[config.mk]
export PLATFORM = sky130hd
export DESIGN_NAME = fall_controller
export DESIGN_NICKNAME = d
export VERILOG_FILES = /design/src/rtl/tetris_pkg.sv /design/src/rtl/soft_drop_timer.sv /design/src/rtl/fall_controller.sv
export SDC_FILE = /design/constraint.sdc
export NUM_CORES = 1
export LEC_CHECK = 0
export BUFFER_PORTS_ARGS = -buffer_cell sky130_fd_sc_hd__clkbuf_2
export CAP_MARGIN = 25
export CORE_MARGIN = 5
export CORE_UTILIZATION = 45
export DETAILED_ROUTE_END_ITERATION = 7
export PLACE_DENSITY = 0.7
export SETUP_SLACK_MARGIN = 0.05
export SLEW_MARGIN = 20
export SYNTH_ARGS = -nofsm -noshare
export SYNTH_HDL_FRONTEND = slang
export SYNTH_HIERARCHICAL = 1
export SYNTH_SLANG_ARGS = --single-unit
[constraint.sdc]
create_clock -name clk_in -period 2.9 [get_ports clk_in]
set_input_delay 0.145 -clock clk_in [delete_from_list [all_inputs] [get_ports clk_in]]
set_output_delay 0.145 -clock clk_in [all_outputs]
set_load 0.02 [all_outputs]
[src/rtl/tetris_pkg.sv]
// Shared definitions for the piece-fall controller: state encoding,
// default timing constants and the gravity interval rule.
package tetris_pkg;

    typedef enum logic [2:0] {
        ST_IDLE,
        ST_FALL,
        ST_REQ,
        ST_LAND,
        ST_LOCK
    } fall_state_t;

    localparam int unsigned DROP_TICKS_MAX_DEF = 4;
    localparam int unsigned SOFT_PERIOD_DEF    = 5_000_000;
    localparam int unsigned LOCK_TICKS_DEF     = 2;
    localparam int unsigned TICK_CNT_W         = 4;

    // Higher levels shorten the interval, but never below one tick.
    function automatic logic [4:0] gravity_interval(input logic [3:0] level,
                                                    input logic [4:0] max_ticks);
        logic [4:0] lvl;
        lvl = {1'b0, level};
        if (lvl > max_ticks - 5'd1)
            lvl = max_ticks - 5'd1;
        return max_ticks - lvl;
    endfunction

endpackage

[src/rtl/soft_drop_timer.sv]
// Free-running cycle counter for accelerated fall; emits a one-cycle
// expire pulse every PERIOD enabled cycles and holds while disabled.
module soft_drop_timer
    import tetris_pkg::*;
#(
    parameter int unsigned PERIOD = SOFT_PERIOD_DEF
) (
    input  logic clk_in,
    input  logic rst,
    input  logic enable,
    input  logic clear,
    output logic expire
);

    localparam int unsigned W = (PERIOD > 1) ? $clog2(PERIOD) : 1;
    localparam logic [W-1:0] LAST = W'(PERIOD - 1);

    logic [W-1:0] cnt_q;

    assign expire = enable && !clear && (cnt_q == LAST);

    always_ff @(posedge clk_in) begin
        if (rst || clear)
            cnt_q <= '0;
        else if (enable)
            cnt_q <= (cnt_q == LAST) ? '0 : cnt_q + W'(1);
    end

endmodule

[src/rtl/fall_controller.sv]
// Gravity / soft-drop / hard-drop sequencer for the falling piece, handing
// one-row move requests to the game logic and requesting the final lock.
//
// state | meaning
// IDLE  | no piece in play, all outputs low
// FALL  | piece falling, counting gravity ticks / soft-drop cycles
// REQ   | down_req held until the game acknowledges
// LAND  | piece blocked, waiting LOCK_TICKS before the last move attempt
// LOCK  | one-cycle lock_req, then back to IDLE
module fall_controller
    import tetris_pkg::*;
#(
    parameter int unsigned DROP_TICKS_MAX = DROP_TICKS_MAX_DEF,
    parameter int unsigned SOFT_PERIOD    = SOFT_PERIOD_DEF,
    parameter int unsigned LOCK_TICKS     = LOCK_TICKS_DEF
) (
    input  logic       clk_in,
    input  logic       rst,
    input  logic       pause,
    input  logic       tick,
    input  logic [3:0] level,
    input  logic       spawn,
    input  logic       soft_drop,
    input  logic       hard_drop,
    input  logic       down_ack,
    input  logic       down_ok,
    output logic       down_req,
    output logic       lock_req,
    output logic       active
);

    localparam logic [4:0] DROP_MAX5 = 5'(DROP_TICKS_MAX);
    localparam logic [4:0] LOCK5     = 5'(LOCK_TICKS);

    fall_state_t               state_q, state_d;
    logic [TICK_CNT_W-1:0]     tick_cnt_q, tick_cnt_d, tick_inc;
    logic                      hard_q, hard_d;
    logic                      land_try_q, land_try_d;
    logic [4:0]                interval;
    logic                      soft_en, soft_clr, soft_expire;

    assign soft_en  = !pause && (state_q == ST_FALL) && soft_drop;
    assign soft_clr = !pause && (spawn || !soft_drop);

    soft_drop_timer #(
        .PERIOD (SOFT_PERIOD)
    ) u_soft_timer (
        .clk_in (clk_in),
        .rst    (rst),
        .enable (soft_en),
        .clear  (soft_clr),
        .expire (soft_expire)
    );

    // Pause freezes every register by simply withholding the update.
    always_ff @(posedge clk_in) begin
        if (rst) begin
            state_q    <= ST_IDLE;
            tick_cnt_q <= '0;
            hard_q     <= 1'b0;
            land_try_q <= 1'b0;
        end else if (!pause) begin
            state_q    <= state_d;
            tick_cnt_q <= tick_cnt_d;
            hard_q     <= hard_d;
            land_try_q <= land_try_d;
        end
    end

    always_comb begin
        state_d    = state_q;
        tick_cnt_d = tick_cnt_q;
        hard_d     = hard_q;
        land_try_d = land_try_q;
        tick_inc   = (tick_cnt_q == '1) ? tick_cnt_q : tick_cnt_q + 4'd1;
        interval   = gravity_interval(level, DROP_MAX5);

        if (spawn) begin
            state_d    = ST_FALL;
            tick_cnt_d = '0;
            hard_d     = 1'b0;
            land_try_d = 1'b0;
        end else begin
            case (state_q)
                ST_IDLE: ;
                ST_FALL: begin
                    if (hard_drop) begin
                        hard_d     = 1'b1;
                        state_d    = ST_REQ;
                        tick_cnt_d = '0;
                    end else if (soft_expire) begin
                        state_d = ST_REQ;
                        if (tick)
                            tick_cnt_d = tick_inc;
                    end else if (tick) begin
                        if ({1'b0, tick_inc} >= interval) begin
                            state_d    = ST_REQ;
                            tick_cnt_d = '0;
                        end else begin
                            tick_cnt_d = tick_inc;
                        end
                    end
                end
                ST_REQ: begin
                    if (hard_drop)
                        hard_d = 1'b1;
                    // A hard drop keeps requesting until the piece is blocked.
                    if (down_ack) begin
                        if (down_ok) begin
                            if (!(hard_drop || hard_q)) begin
                                state_d    = ST_FALL;
                                land_try_d = 1'b0;
                            end
                        end else if (hard_drop || hard_q || land_try_q) begin
                            state_d = ST_LOCK;
                        end else begin
                            state_d    = ST_LAND;
                            tick_cnt_d = '0;
                        end
                    end
                end
                ST_LAND: begin
                    if (hard_drop) begin
                        hard_d  = 1'b1;
                        state_d = ST_REQ;
                    end else if (tick) begin
                        if ({1'b0, tick_inc} >= LOCK5) begin
                            state_d    = ST_REQ;
                            land_try_d = 1'b1;
                            tick_cnt_d = '0;
                        end else begin
                            tick_cnt_d = tick_inc;
                        end
                    end
                end
                ST_LOCK: begin
                    state_d    = ST_IDLE;
                    tick_cnt_d = '0;
                    hard_d     = 1'b0;
                    land_try_d = 1'b0;
                end
                default: state_d = ST_IDLE;
            endcase
        end
    end

    assign down_req = (state_q == ST_REQ);
    assign lock_req = (state_q == ST_LOCK) && !pause;
    assign active   = (state_q != ST_IDLE);

endmodule

==> out/metrics.csv <==
stage;metric;value;unit
detailed_routing;Vias;1942;
global_route;largest net degree at the start of global routing;24;
pwr;Seq pwr share;50.5;%
final_layout;Total Nets Final;295;
status;outcome;completed;
sta;fin crit share;88.52;%
pwr;Psw;209.7;uW
detailed_routing;Detailed Routing Iterations Pass 1;4;
detailed_routing;WL/cell;13.92;microns
cts;CTS sink cnt;32;
pwr;Switching Fraction;23.83;%
sta;Layout Skew;0.005554;ns
worst_setup_path;critical path class;flop to flop;
synthesis;Post-Synth Adder-Cell Area;4.250;%
global_route;antenna violations before repair;0;
synthesis;Mapped Nets;277;
synthesis;Seq cells post-synth;32;
cts;CTS tree;yes;
synthesis;post-synthesis simple-gate area fraction;32.36;%
sta;RSZ-0062 raised after global routing;false;
synthesis;EDFF count, synth;0;
detailed_routing;Vias/cell;5.921;
synthesis;Post-Synth XOR/XNOR Area;5.100;%
synthesis;most frequent cell after synthesis;dfxtp_1;
floorplan;IO Pins;16;
placement;HPWL Detailed;3404;microns
sta;fin crit period;2.567;ns
synthesis;Post-Syn Area per Cell;8.018;sq um
floorplan;DIE AREA;6033;sq um
floorplan;initial core utilization;47.00;%
sta;fmax;389.5;MHz
sta;setup tns final;0;ns
pwr;Cell Pwr Density;383.4;nW/um^2
worst_setup_path;startpoint class of the critical path;flop;
pwr;Leak;0.0007616;uW
synthesis;top-area cell type share of the netlist area;31.09;%
synthesis;multiplexer share of the synthesized area;1.032;%
global_route;first-pass GRT wire length;7755;microns
final_layout;# diodes;0;
cts;CTS root buf;clkbuf_8;
cts;CTS Hold Bufs;0;
synthesis;Ys Warns;6;
global_route;vias in the first global route;1774;
synthesis;main combinational cell family by area after synthesis;simple AND/OR/NAND/NOR gates;
synthesis;most instantiated cells after synthesis;dfxtp_1 (32), nor2_1 (27), a21oi_1 (25), nand2_1 (18), nand3_1 (14);
synthesis;cell area after synthesis;2061;sq um
worst_setup_path;nature of the critical path endpoint;flop;
cts;Skew-Pair Late Insertion Delay;0.27;ns
detailed_routing;1st-iter DRT viols;119;
placement;routability-driven placement congestion ratio;0.8446;
synthesis;Top FF cell, synth;dfxtp_1;
final_layout;Non-Filler Instances;328;
cts;CTS Buf Count;5;
floorplan;core area;4384;sq um
floorplan;Site Rows;24;
sta;# setup viols final;0;
pwr;Comb pwr share;10.4;%
flow_run;max-cap viol count;0;
worst_setup_path;CP Data Required Time;3.11;ns
synthesis;most area-consuming cells after synthesis;dfxtp_1 (31%), a21oi_1 (6.1%), nor2_1 (4.9%);
pwr;Max rail drop VDD;0.2708;mV
detailed_routing;antenna viol nets, final;0;
final_layout;layout cell share with drive strength beyond 1;17.39;%
sta;Hold Vio Cnt, Final;0;
sta;Final Max Slew Viols;0;
global_route;Total GRT Usage;15.27;%
hold_path;Hold Crit Class;input pin to flop;
placement;IO buf count;15;
placement;Cell Count Post-Placement;320;
floorplan;Chip Height;77.67;microns
floorplan;Die W;77.67;microns
worst_setup_path;worst path arrival time;2.77;ns
synthesis;post-synthesis compound-gate area fraction;21.19;%
cts;Max H-tree Level;2;
cts;CTS Buffer Depth;2;
pwr;internal power;670.1;uW
detailed_routing;DRC violations left;0;
cts;total setup buffers inserted after CTS;0;
cts;clock-pin slew on the worst setup and hold paths;0.06;ns
synthesis;cell count after synthesis;257;
global_route;grt total ovfl;0;
synthesis;Post-synth ARST share;0;%
final_layout;synth-to-layout area growth;11.35;%
detailed_routing;WL final;4567;microns
synthesis;Seq/Total Area, Yosys;31.09;%
synthesis;largest area contributor in the netlist;dfxtp_1;
cts;number of gates resized after CTS;0;
worst_setup_path;crit-path max FO;3;
pwr;clock power share;39.1;%
synthesis;Synth cell types;61;
critical path, stage by stage (launching register included):
cell	delay, ns
dfxtp_1	0.33
nor4_4	0.32
nand3_2	0.10
or4_1	0.56
nor3_1	0.29
nand2b_1	0.16
nand4b_1	0.15
a211oi_2	0.32
nand3_1	0.12
a21oi_1	0.15
power groups by stage:
| stage | clock, uW | combinational, uW | sequential (uW) |
|---|---|---|---|
| 6_report | 344 | 91.4 | 445 |
| 5_1_grt | 381 | 101 | 445 |
| 4_1_cts | 357 | 89.1 | 444 |
| 3_5_place_dp | 0 | 88.7 | 454 |
| 3_3_place_gp | 0 | 87.4 | 454 |
| 2_1_floorplan | 0 | 62.0 | 455 |
final cells by class:
cell class	instances	area, sq um
fill	427	2090
multi-input combinational	205	1341
sequential	32	640.6
timing repair buffer	21	120.1
clock buffer	8	90.09
tap	52	65.06
inverter	10	37.54
final timing paths:
kind,startpoint,end,slack [ns],cells past startpoint
min reg2reg,u_soft_timer/cnt_q[22],u_soft_timer/cnt_q[22],0.49,2
max,state_q[1],tick_cnt_q[2],0.33,9
max reg2reg,state_q[1],tick_cnt_q[2],0.33,9
min,rst,tick_cnt_q[3],0.21,2
layer usage:
metal | vias to the layer above | track usage (%) | wire (microns)
met4 | 0 | 4.639 | 29
li1 | 996 | - | -
met1 | 904 | 18.90 | 2106
met3 | 2 | 4.398 | 212
met5 | - | 0 | 0
met2 | 40 | 25.54 | 2218
per-stage QoR:
stage	hold slack (ns)	instance area (sq um)	setup slack [ns]	power (uW)	utilization, %
global placement	0.4663	2185	0.3273	541.7	49.83
finish	0.2055	2295	0.3328	879.8	52.34
CTS	0.1912	2275	0.07336	890.9	51.88
floorplan	0.3157	2061	0.2091	516.5	-
detailed placement	0.4845	2185	0.1052	543.1	49.83
global route	0.2242	2295	0.09327	926.4	52.34
registers in the layout, indices dropped and copies added, names as in the netlist:
| signal | count |
|---|---|
| u_soft_timer/cnt_q | 23 |
| tick_cnt_q | 4 |
| state_q | 3 |
| hard_q | 1 |
| land_try_q | 1 |
cell usage in the layout (no fill, tap or decap), types with 7 or more instances in the layout:
master / count
nor2_1: 27
nand2_1: 18
dfxtp_1: 32
nand4_1: 11
inv_1: 10
nor3_1: 10
nand3_1: 14
xnor2_1: 7
ha_1: 7
o21ai_0: 11
a21oi_1: 25
clkbuf_2: 15
cell families after synthesis:
group                    count (synthesis)
AO/OA/AOI/OAI                           64
flip-flops                              32
AND/OR/NAND/NOR                        119
other                                    1
adder cells (fa/ha/maj)                  7
multiplexers                             2
buffers and inverters                   20
XOR/XNOR                                12
(Power assumes the default switching activity.)
